File: src/rtl/red_pitaya_boxcar_block.sv
// Triggered boxcar integrator: after a programmable delay it sums a window of
// samples, then publishes the raw sum and a shifted, saturated copy on dat_o.
module red_pitaya_boxcar_block #(
    parameter int DATABITS   = 14,
    parameter int WINDOWBITS = 16
) (
    input  logic                       clk_i,
    input  logic                       rst_i,
    input  logic signed [DATABITS-1:0] dat_i,
    input  logic                       trig_i,
    output logic signed [DATABITS-1:0] dat_o,
    output logic                       done_o,
    output logic                       busy_o,
    input  logic [15:0]                addr,
    input  logic                       wen,
    input  logic                       ren,
    output logic                       ack,
    output logic [31:0]                rdata,
    input  logic [31:0]                wdata
);

    localparam int ACCBITS = DATABITS + WINDOWBITS;
    localparam logic signed [ACCBITS-1:0] SAT_HI = ACCBITS'(2**(DATABITS-1) - 1);
    localparam logic signed [ACCBITS-1:0] SAT_LO = ~SAT_HI;

    typedef enum logic [1:0] {
        ST_IDLE      = 2'd0,
        ST_DELAY     = 2'd1,
        ST_INTEGRATE = 2'd2,
        ST_DONE      = 2'd3
    } state_t;

    state_t                     state_q, state_d;
    logic [31:0]                cnt_q, cnt_d;
    logic [31:0]                delay_q, delay_d;
    logic [WINDOWBITS-1:0]      window_q, window_d;
    logic [3:0]                 shift_q, shift_d;
    logic [31:0]                delay_sh_q, delay_sh_d;
    logic [WINDOWBITS-1:0]      win_sh_q, win_sh_d;
    logic signed [ACCBITS-1:0]  acc_q, acc_d;
    logic signed [ACCBITS-1:0]  sum_q, sum_d;
    logic signed [DATABITS-1:0] dat_o_q, dat_o_d;
    logic                       done_q, done_d;
    logic [31:0]                completed_q, completed_d;
    logic [31:0]                missed_q, missed_d;
    logic                       ack_q, ack_d;
    logic [31:0]                rdata_q, rdata_d;

    logic                       abort;
    logic                       last_delay;
    logic                       last_win;
    logic signed [ACCBITS-1:0]  shifted;
    logic signed [DATABITS-1:0] dat_sat;

    assign abort      = wen && (addr == 16'h0100);
    assign last_delay = (cnt_q == delay_sh_q - 32'd1);
    assign last_win   = (cnt_q == 32'(win_sh_q) - 32'd1);
    assign shifted    = acc_q >>> shift_q;
    assign dat_sat    = (shifted > SAT_HI) ? SAT_HI[DATABITS-1:0] :
                        (shifted < SAT_LO) ? SAT_LO[DATABITS-1:0] :
                                             shifted[DATABITS-1:0];

    // NOTE: sequential state uses non-blocking assignments only, so every flop
    // samples the pre-edge value of every other flop regardless of block order.
    always_ff @(posedge clk_i or posedge rst_i) begin
        if (rst_i) state_q <= ST_IDLE;
        else       state_q <= state_d;
    end

    // Abort wins over everything, including a trigger in the same cycle.
    always_comb begin
        state_d = state_q;
        if (abort) begin
            state_d = ST_IDLE;
        end else begin
            unique case (state_q)
                ST_IDLE:      if (trig_i) state_d = (delay_q != 32'd0) ? ST_DELAY : ST_INTEGRATE;
                ST_DELAY:     if (last_delay) state_d = ST_INTEGRATE;
                ST_INTEGRATE: if (last_win) state_d = ST_DONE;
                ST_DONE:      state_d = ST_IDLE;
                default:      state_d = ST_IDLE;
            endcase
        end
    end

    always_comb begin
        busy_o = (state_q == ST_DELAY) || (state_q == ST_INTEGRATE);
    end

    // NOTE: every variable gets its hold value first, so no path leaves one
    // unassigned and no latch is inferred.
    always_comb begin
        cnt_d       = cnt_q;
        delay_d     = delay_q;
        window_d    = window_q;
        shift_d     = shift_q;
        delay_sh_d  = delay_sh_q;
        win_sh_d    = win_sh_q;
        acc_d       = acc_q;
        sum_d       = sum_q;
        dat_o_d     = dat_o_q;
        done_d      = 1'b0;
        completed_d = completed_q;
        missed_d    = missed_q;
        ack_d       = wen | ren;
        rdata_d     = rdata_q;

        if (!abort) begin
            unique case (state_q)
                ST_IDLE: begin
                    if (trig_i) begin
                        delay_sh_d = delay_q;
                        win_sh_d   = (window_q == '0) ? WINDOWBITS'(1) : window_q;
                        acc_d      = '0;
                        cnt_d      = '0;
                    end
                end
                ST_DELAY: begin
                    cnt_d = last_delay ? 32'd0 : cnt_q + 32'd1;
                end
                ST_INTEGRATE: begin
                    acc_d = acc_q + $signed({{WINDOWBITS{dat_i[DATABITS-1]}}, dat_i});
                    cnt_d = last_win ? 32'd0 : cnt_q + 32'd1;
                end
                ST_DONE: begin
                    sum_d       = acc_q;
                    dat_o_d     = dat_sat;
                    done_d      = 1'b1;
                    completed_d = completed_q + 32'd1;
                end
                default: ;
            endcase
            if (trig_i && state_q != ST_IDLE) missed_d = missed_q + 32'd1;
        end

        if (wen) begin
            unique case (addr)
                16'h0104: delay_d  = wdata;
                16'h0108: window_d = wdata[WINDOWBITS-1:0];
                16'h010C: shift_d  = wdata[3:0];
                default: ;
            endcase
        end

        if (ren) begin
            unique case (addr)
                16'h0100: rdata_d = {30'd0, state_q};
                16'h0104: rdata_d = delay_q;
                16'h0108: rdata_d = {{(32-WINDOWBITS){1'b0}}, window_q};
                16'h010C: rdata_d = {28'd0, shift_q};
                16'h0110: rdata_d = {{(32-ACCBITS){sum_q[ACCBITS-1]}}, sum_q};
                16'h0114: rdata_d = completed_q;
                16'h0118: rdata_d = missed_q;
                default:  rdata_d = 32'd0;
            endcase
        end
    end

    always_ff @(posedge clk_i or posedge rst_i) begin
        if (rst_i) begin
            cnt_q       <= '0;
            delay_q     <= '0;
            window_q    <= WINDOWBITS'(1);
            shift_q     <= '0;
            delay_sh_q  <= '0;
            win_sh_q    <= WINDOWBITS'(1);
            acc_q       <= '0;
            sum_q       <= '0;
            dat_o_q     <= '0;
            done_q      <= 1'b0;
            completed_q <= '0;
            missed_q    <= '0;
            ack_q       <= 1'b0;
            rdata_q     <= '0;
        end else begin
            cnt_q       <= cnt_d;
            delay_q     <= delay_d;
            window_q    <= window_d;
            shift_q     <= shift_d;
            delay_sh_q  <= delay_sh_d;
            win_sh_q    <= win_sh_d;
            acc_q       <= acc_d;
            sum_q       <= sum_d;
            dat_o_q     <= dat_o_d;
            done_q      <= done_d;
            completed_q <= completed_d;
            missed_q    <= missed_d;
            ack_q       <= ack_d;
            rdata_q     <= rdata_d;
        end
    end

    assign dat_o  = dat_o_q;
    assign done_o = done_q;
    assign ack    = ack_q;
    assign rdata  = rdata_q;

endmodule

File: config.mk
export PLATFORM = sky130hd
export DESIGN_NAME = red_pitaya_boxcar_block
export DESIGN_NICKNAME = d
export VERILOG_FILES = /design/src/rtl/red_pitaya_boxcar_block.sv
export SDC_FILE = /design/constraint.sdc
export NUM_CORES = 1
export LEC_CHECK = 0
export CAP_MARGIN = 20
export CORE_UTILIZATION = 60
export CTS_CLUSTER_SIZE = 30
export DETAILED_ROUTE_END_ITERATION = 6
export GPL_ROUTABILITY_DRIVEN = 0
export PLACE_DENSITY = 0.82
export RECOVER_POWER = 100
export SLEW_MARGIN = 30
export SYNTH_ARGS = -nofsm -noshare
export SYNTH_HDL_FRONTEND = slang
export SYNTH_SLANG_ARGS = --single-unit
File: constraint.sdc
create_clock -name clk_i -period 32.3 [get_ports clk_i]
set_input_delay 9.69 -clock clk_i [delete_from_list [all_inputs] [get_ports clk_i]]
set_output_delay 9.69 -clock clk_i [all_outputs]
set_load 0.01 [all_outputs]
==> results.cfg, run 1 <==
[final_layout]
diodes = 0
layout-area-overhead-vs-synth_pct = 13.8
mostFrequentLayoutCells = 304 x dfrtp_1, 302 x nand2_1, 118 x o21ai_0
drive_above_1_share_pct = 9.69
nets = 2087
mostFrequentLayoutCell = dfrtp_1

[clocking]
root_buffer = clkbuf_16
clock_latency_ps = 520
cts.path.max_buffers = 3
cts_resized = 0
path_clk_slew_ps = 60
cts_buffers = 34
cts_htree_levels = 2
cts_tree = built
cts_hold_buf = 0
numClockSinks = 306
cts_setup_buffers = 0

[synth]
synth-edff-count = 0
yosys.area_share.simple_pct = 17.5
ys_types = 75
yosys_warnings = 0
synth_nets = 2025
ys_seq_elements = 306
avgSynthCellArea_sq_um = 9.36
synth-compound-area-share_pct = 15.0
synthAdderAreaFrac_pct = 2.83
synth_top_flop_cell = dfrtp_1
syn_area_sq_mm = 0.0180
syn_inst = 1918
synth_xor_area_share_pct = 7.17
synth.area.mux_share_pct = 10.7
synth_top_family_by_area = simple AND/OR/NAND/NOR gates
synthArstFlopShare_pct = 100
seq_area_frac_synth_pct = 42.7

[timing]
slew_viol_final = 493
rsz0062_at_grt = no
fmax_mhz = 60.1
setup_violations = 0
clock_skew_ps = 18.6
finalCriticalPeriod_ps = 16640
fin_crit_sh_pct = 51.5
tightest_slew_ps = 5760
relSlewSlack_pct = -286
fin_setup_tns_ps = 0
final_hold_viol_count = 0

[global_route]
overflow = 0
grt_max_degree = 174
antenna_found_initial = 0
grt_first_pass_wirelength_um = 79400
track_usage_pct = 32.4
first_global_vias = 14900

[worst_hold_path]
hold_path.class = reg -> reg

[die]
core_sq_mm = 0.0291
start_util_pct = 61.7
ioPinCount = 116
die_area_sq_mm = 0.0306
dieWidth_um = 175
num_rows = 62
die_h_um = 175

[drt]
first_iter_violations = 1585
dr_total_vias = 15500
drc = 0
totalWireLength_um = 49200
ant_nets = 0
first_pass_iters = 5
avgViaCountPerCell = 6.49
avgRoutedWirePerCell_um = 20.6

[critical_path]
endpoint_kind = register
worst_path_largest_cell_delay_ps = 1420
worstSetupPathType = in -> reg
cpMostUsedCell = clkbuf_1
crit_family = buffers and inverters
required_ps = 32720
path_buf_inv = 6
cp.arrival_ps = 17060
startpoint_type = input port
slowest_stage = clkbuf_1
crit_fanout = 56
crit_chain = dlygate4sd3_1 -> clkbuf_1 -> clkinv_1 -> nand4b_1 -> nand2_2 -> clkbuf_1 -> inv_1 -> clkbuf_1 -> nand2_1 -> nor4_1 -> or3b_2 -> nor2_1 -> xor2_1

[power_and_ir_drop]
total_power_mw = 1.37
ir_worst_vdd_v = 0.0000555
power_density_mw_per_mm2 = 67.1
total_leakage_power_nw = 9.29

[outcome]
failed_checks = capacitance limit, slew limit
outcome = finished with violations

[flow_run]
drv_cap = 9

[placement]
dp_hpwl_um = 34400
port-buffer-count = 115
metrics by stage:
stage	hold WS [ps]	util [%]	worst slack [ps]	cells	area, sq um
2_1_floorplan	439	-	14150	1918	18000
3_3_place_gp	460	66.4	18630	2327	19300
3_5_place_dp	462	66.5	18500	2327	19300
4_1_cts	470	70.4	19000	2386	20500
5_1_grt	494	70.2	14920	2387	20400
6_report	474	70.2	15660	2387	20400
registers in the layout, indices dropped and copies added, names as in the netlist, 2 cells and up:
name and count:
cnt_q 32, win_sh_q 16, window_q 16, missed_q 32, dat_o 14, delay_sh_q 32, shift_q 4, acc_q 30
rdata 32, state_q 2, completed_q 32, sum_q 30, delay_q 32
final timing paths:
path	startpoint	cells past startpoint	slack [ps]	to
worst max-delay path	addr[2]	13	15660	completed_q[30]
worst min-delay path	missed_q[31]	1	470	missed_q[31]
worst max register to register	state_q[1]	10	27280	completed_q[30]
worst min register to register	missed_q[31]	1	470	missed_q[31]
max in group asynchronous	rst_i	3	16640	acc_q[29]
min in group asynchronous	rst_i	2	11420	rdata[6]
final cells by class:
class                           instances  area (sq um)
Clock inverter                         14           138
Fill cell                            2152          8660
Tap cell                              384           480
Inverter                               87           328
Multi-Input combinational cell       1419          9560
Timing Repair Buffer                  132          1260
Clock buffer                           45          1010
Sequential cell                       306          7660
report_power, final:
part / switching (mW) / internal [mW]
clock: 0.160 / 0.236
combinational: 0.280 / 0.192
sequential: 0.0651 / 0.437
total: 0.505 / 0.865
synthesized netlist by cell type, types with 12 or more instances:
| library cell | n | area share, % |
|---|---|---|
| nand3_1 | 45 | 1.3 |
| xnor2_1 | 92 | 4.5 |
| and3_1 | 23 | 0.80 |
| nor2b_1 | 12 | 0.42 |
| a22oi_1 | 18 | 0.75 |
| buf_1 | 17 | 0.36 |
| o22ai_1 | 45 | 1.6 |
| ha_1 | 39 | 2.7 |
| a22o_1 | 12 | 0.59 |
| nand4_1 | 35 | 1.2 |
| a221oi_1 | 16 | 0.78 |
| nand2b_1 | 12 | 0.42 |
| nor2_1 | 82 | 1.7 |
| a31oi_1 | 14 | 0.49 |
| and4_1 | 12 | 0.59 |
| nand2_1 | 303 | 6.3 |
| a21o_1 | 28 | 1.2 |
| mux2i_1 | 53 | 3.0 |
| dfrtp_1 | 304 | 42 |
| a211oi_1 | 27 | 1.1 |
| a21oi_1 | 68 | 1.9 |
| xor2_1 | 55 | 2.7 |
| mux4_2 | 14 | 1.8 |
| nor3_1 | 38 | 1.1 |
| o21ai_0 | 118 | 3.3 |
| mux2_2 | 96 | 6.0 |
| nor4_1 | 32 | 1.1 |
| clkbuf_1 | 83 | 1.7 |
| inv_1 | 83 | 1.7 |
per-layer routing:
layer / vias up / track usage [%] / wire (um)
met5: - / 0 / 0
met3: 155 / 4.26 / 3450
met4: 0 / 15.1 / 2240
li1: 7037 / - / -
met2: 718 / 53.9 / 24000
met1: 7571 / 42.3 / 19600
logic make-up after synthesis:
kind of cell	Yosys count
simple gates	656
compound gates	413
flops	306
buf+inv	193
mux	163
xor+xnor	147
fa+ha+maj	40
(Power assumes the default switching activity.)
==> run 2, diff against run 1 <==
--- a/config.mk
+++ b/config.mk
@@ -6,11 +6,11 @@
 export NUM_CORES = 1
 export LEC_CHECK = 0
 export CAP_MARGIN = 20
-export CORE_UTILIZATION = 60
+export CORE_UTILIZATION = 54
 export CTS_CLUSTER_SIZE = 30
 export DETAILED_ROUTE_END_ITERATION = 6
 export GPL_ROUTABILITY_DRIVEN = 0
-export PLACE_DENSITY = 0.82
+export PLACE_DENSITY = 0.78
 export RECOVER_POWER = 100
 export SLEW_MARGIN = 30
 export SYNTH_ARGS = -nofsm -noshare
==> constraint.sdc (replaced) <==
create_clock -name clk_i -period 13.4 [get_ports clk_i]
set_input_delay 4.02 -clock clk_i [delete_from_list [all_inputs] [get_ports clk_i]]
set_output_delay 4.02 -clock clk_i [all_outputs]
set_load 0.01 [all_outputs]
==> run 2 against run 1 <==
The flow still finishes with violations (capacitance limit, slew limit). Routed wire length down 0.46%. Global-route usage fell by 3.2 points. Sequential share of layout area is 0.31 points lower. Sequential cell count did not move.
==> results.cfg, run 2 (synthesized netlist as in run 1, its figures left out) <==
[outcome]
outcome = finished with violations
failed_checks = capacitance limit, slew limit

[worst_hold_path]
whs_endpoint = missed_q[31]
whs_path_depth = 1
hold_path.class = reg -> reg
min_from = missed_q[31]

[die]
die_area_sq_mm = 0.0340
core_sq_mm = 0.0326
start_util_pct = 55.0
ioPinCount = 116
dieWidth_um = 184
num_rows = 66
die_h_um = 184

[power_and_ir_drop]
total_leakage_power_nw = 9.35
ir_worst_vdd_v = 0.000143
power_density_mw_per_mm2 = 165

[timing]
rsz0062_at_grt = no
final_hold_viol_count = 0
relSlewSlack_pct = -329
fmax_mhz = 101
fin_setup_tns_ps = 0
tightest_slew_ps = 6400
setup_violations = 0
slew_viol_final = 412
clock_skew_ps = 16.7
finalCriticalPeriod_ps = 9890
fin_crit_sh_pct = 73.8

[clocking]
cts_resized = 0
path_clk_slew_ps = 60
cts_setup_buffers = 0
cts_hold_buf = 0
cts_htree_levels = 2
cts_buffers = 35
root_buffer = clkbuf_16
numClockSinks = 306
cts.path.max_buffers = 3
clock_latency_ps = 520
cts_tree = built

[placement]
placed_cell_area_sq_mm = 0.0194
port-buffer-count = 115
dp_hpwl_um = 34900

[critical_path]
crit_chain = dlygate4sd3_1 -> clkbuf_1 -> clkinv_1 -> nand4b_1 -> nand2_2 -> clkbuf_1 -> inv_1 -> buf_4 -> nand2_1 -> nor4_1 -> or3b_2 -> nor2_1 -> xor2_1
startpoint_type = input port
worst_path_largest_cell_delay_ps = 1330
r2r-end = cnt_q[28]
worstReg2RegStart = delay_sh_q[2]
required_ps = 13840
cpMostUsedCell = clkbuf_1
crit_start = addr[2]
worstSetupPathType = in -> reg
slowest_stage = clkbuf_1
cp.arrival_ps = 10330
r2r_cells = 10
crit_fanout = 56
endpoint_kind = register
regToRegSetupSlack_ps = 8960

[drt]
drc = 0
first_pass_iters = 6
avgRoutedWirePerCell_um = 20.0
avgViaCountPerCell = 6.23
ant_nets = 0
dr_total_vias = 15300
first_iter_violations = 1536
totalWireLength_um = 49000

[global_route]
grt_first_pass_wirelength_um = 78500
track_usage_pct = 29.2
antenna_found_initial = 0
overflow = 0
grt_max_degree = 162
first_global_vias = 14900

[final_layout]
drive_above_1_share_pct = 9.81
nets = 2088
diodes = 0
layout-area-overhead-vs-synth_pct = 14.7
mostFrequentLayoutCells = 304 x dfrtp_1, 302 x nand2_1, 118 x o21ai_0
mostFrequentLayoutCell = dfrtp_1
fin_area_sq_mm = 0.0206

[flow_run]
drv_cap = 7
## run 2: cell types whose count changed in the layout (fill, tap and decap cells not counted), moves of 2 or more
cell        change
mux2_1          -2
bufinv_16       +5
clkbuf_1        +4
clkinvlp_4      -4
inv_6           +2
clkbuf_16       -2
mux2_2          +2
buf_4           +2
## run 2: final cells by class
| cell class | instances | area, sq um |
|---|---|---|
| fillers | 2623 | 12000 |
| multi-input cells | 1419 | 9560 |
| flip-flops and latches | 306 | 7660 |
| repair buffers | 132 | 1260 |
| clock buffers | 49 | 978 |
| well taps | 442 | 553 |
| inverters | 87 | 328 |
| clock inverters | 15 | 262 |
## run 2: report_power, final
group	leakage [nW]	total [mW]	internal, mW	switching, mW
clock network	0.610	1.03	0.648	0.387
logic	4.62	1.15	0.464	0.683
registers	4.12	1.21	1.05	0.160
## run 2: worst max-delay path, delay by kind of cell
kind | cells | cell delay [ps]
AND/OR/NAND/NOR | 6 | 2030
XOR/XNOR | 1 | 140
buffers and inverters | 6 | 4100
## run 2: how the worst max path moves through the flow
stage / end / cells past startpoint
global route: completed_q[30] / 13
floorplan: acc_q[0] / 1
finish: completed_q[28] / 13
detailed placement: completed_q[31] / 14
CTS: completed_q[31] / 14
global placement: completed_q[31] / 14
## run 2: metrics by stage
step	cells	setup WS, ps	power (mW)	hold slack [ps]	util, %
CTS	2450	5760	3.39	473	63.3
floorplan	1918	924	2.01	439	-
detailed placement	2386	5240	2.35	462	59.5
finish	2450	3510	3.40	473	63.2
global route	2450	3020	3.57	488	63.2
global placement	2386	5370	2.31	459	59.5
## run 2: metal layers
layer	GRT usage (%)	wire, um
met3	3.66	3550
met2	49.8	24100
met1	38.3	19700
met5	0	0
met4	10.3	1680
==> run 3, diff against run 2 <==
--- a/config.mk
+++ b/config.mk
@@ -6,11 +6,11 @@
 export NUM_CORES = 1
 export LEC_CHECK = 0
 export CAP_MARGIN = 20
-export CORE_UTILIZATION = 54
+export CORE_UTILIZATION = 60
 export CTS_CLUSTER_SIZE = 30
 export DETAILED_ROUTE_END_ITERATION = 6
 export GPL_ROUTABILITY_DRIVEN = 0
-export PLACE_DENSITY = 0.78
+export PLACE_DENSITY = 0.82
 export RECOVER_POWER = 100
 export SLEW_MARGIN = 30
 export SYNTH_ARGS = -nofsm -noshare
==> constraint.sdc (replaced) <==
create_clock -name clk_i -period 9.6 [get_ports clk_i]
set_input_delay 2.88 -clock clk_i [delete_from_list [all_inputs] [get_ports clk_i]]
set_output_delay 2.88 -clock clk_i [all_outputs]
set_load 0.01 [all_outputs]
==> run 3 against run 2 <==
The run ends with DRC, capacitance limit, slew limit left. Power increased by 37%. Hold slack gained 1.4 ps. Sequential cell count unchanged. Setup slack got worse by 1400 ps. Combinational power rose by 38%. Clock power is 32% higher. Clock skew grew 6.5 ps. Via count rose by 0.62%. Routed wire length fell by 0.27%. Critical endpoint is now completed_q[30]. Final cell count shrank 2.6%. Highest routed layer unchanged. Die area decreased by 9.9%.
==> results.cfg, run 3 (synthesized netlist as in run 1, its figures left out) <==
[power_and_ir_drop]
total_power_mw = 4.64
power_density_mw_per_mm2 = 227
total_leakage_power_nw = 9.32
ir_worst_vdd_v = 0.000170

[clocking]
cts_buffers = 34
cts_htree_levels = 2
numClockSinks = 306
cts_resized = 0
path_clk_slew_ps = 60
clock_latency_ps = 520
cts_setup_buffers = 0
cts_hold_buf = 0
cts_tree = built
root_buffer = clkbuf_16
cts.path.max_buffers = 3

[critical_path]
worst_path_largest_cell_delay_ps = 1100
path_buf_inv = 4
startpoint_type = input port
crit_fanout = 56
endpoint_kind = register
required_ps = 10020
cp.arrival_ps = 7920
cpMostUsedCell = nand2_1
slowest_stage = nand2_1
crit_chain = dlygate4sd3_1 -> buf_4 -> clkinv_1 -> nand4b_1 -> nand2_1 -> inv_1 -> nand2_1 -> nor4_1 -> or3b_2 -> nor2_1 -> xor2_1
worstSetupPathType = in -> reg
crit_family = simple AND/OR/NAND/NOR gates

[timing]
tightest_slew_ps = 3000
relSlewSlack_pct = -100
rsz0062_at_grt = no
setup_violations = 0
slew_viol_final = 357
fmax_mhz = 133
finalCriticalPeriod_ps = 7490
fin_crit_sh_pct = 78.0
fin_setup_tns_ps = 0
clock_skew_ps = 23.2
final_hold_viol_count = 0

[drt]
first_iter_violations = 1554
dr_total_vias = 15400
avgViaCountPerCell = 6.44
drc = 1
first_pass_iters = 7
avgRoutedWirePerCell_um = 20.5
ant_nets = 0
totalWireLength_um = 48900

[final_layout]
diodes = 0
drive_above_1_share_pct = 9.84
final_cells = 2386
mostFrequentLayoutCells = 304 x dfrtp_1, 303 x nand2_1, 118 x o21ai_0
layout-area-overhead-vs-synth_pct = 14.0
nets = 2087
mostFrequentLayoutCell = dfrtp_1

[global_route]
use_met3_pct = 3.85
first_global_vias = 14800
use_met1_pct = 42.3
grt_first_pass_wirelength_um = 79000
track_usage_pct = 32.4
grt_busiest_layer = met2
overflow = 0
antenna_found_initial = 0
gr-usage-met2_pct = 54.2
grt_max_degree = 75

[flow_run]
drv_cap = 8

[outcome]
failed_checks = DRC, capacitance limit, slew limit
outcome = finished with violations

[die]
die_area_sq_mm = 0.0306
start_util_pct = 61.7
die_h_um = 175
dieWidth_um = 175
core_sq_mm = 0.0291
ioPinCount = 116
num_rows = 62

[worst_hold_path]
hold_path.class = reg -> reg

[placement]
dp_hpwl_um = 34600
place_inst = 2328
port-buffer-count = 115
[run 3: cell count changes in the layout (fill, tap and decap cells not counted), moves of 2 or more]
cell | before | now
clkbuf_16 | 35 | 37
inv_6 | 3 | 0
bufinv_16 | 7 | 3
buf_6 | 0 | 3
dlygate4sd3_1 | 53 | 56
clkdlybuf4s50_1 | 62 | 59
clkbuf_8 | 5 | 7
clkbuf_1 | 17 | 11
[run 3: worst paths after layout]
kind	from	endpoint	slack, ps	depth (start not counted)
max	addr[2]	completed_q[30]	2110	11
min	sum_q[17]	sum_q[17]	470	2
max reg2reg	delay_sh_q[6]	cnt_q[27]	5220	10
min reg2reg	sum_q[17]	sum_q[17]	470	2
max in group asynchronous	rst_i	delay_q[27]	2860	3
min in group asynchronous	rst_i	win_sh_q[11]	3260	2
[run 3: where the power goes]
group | leakage, nW | internal (mW) | switching, mW
combinational | 4.62 | 0.643 | 0.942
sequential | 4.12 | 1.47 | 0.224
clock | 0.577 | 0.832 | 0.531
[run 3: per-stage QoR]
step	instance area, sq um	hold WS (ps)	util [%]	setup WS (ps)
after floorplan	18000	439	-	2650
after CTS	20500	475	70.5	2780
after detailed placement	19300	463	66.5	2270
after global routing	20500	502	70.3	1670
final	20500	474	70.3	2110
after global placement	19300	460	66.4	2570
[run 3: area by class of cell]
class | count | area, sq um
clock inverter | 10 | 131
sequential | 306 | 7660
inverter | 87 | 328
multi-input combinational | 1419 | 9560
clock buffer | 48 | 1040
fill | 2104 | 8630
timing repair buffer | 132 | 1260
tap | 384 | 480
[run 3: tightest hold or removal path: stages (launching register included)]
cell and delay (ps):
dfrtp_1 340, nand2_1 50, nand2_1 50
[run 3: layer usage]
metal | routed length (um) | vias to the layer above
met1 | 19400 | 7486
met3 | 3480 | 143
met2 | 23700 | 709
met4 | 2270 | 0
li1 | - | 7021
met5 | 0 | -
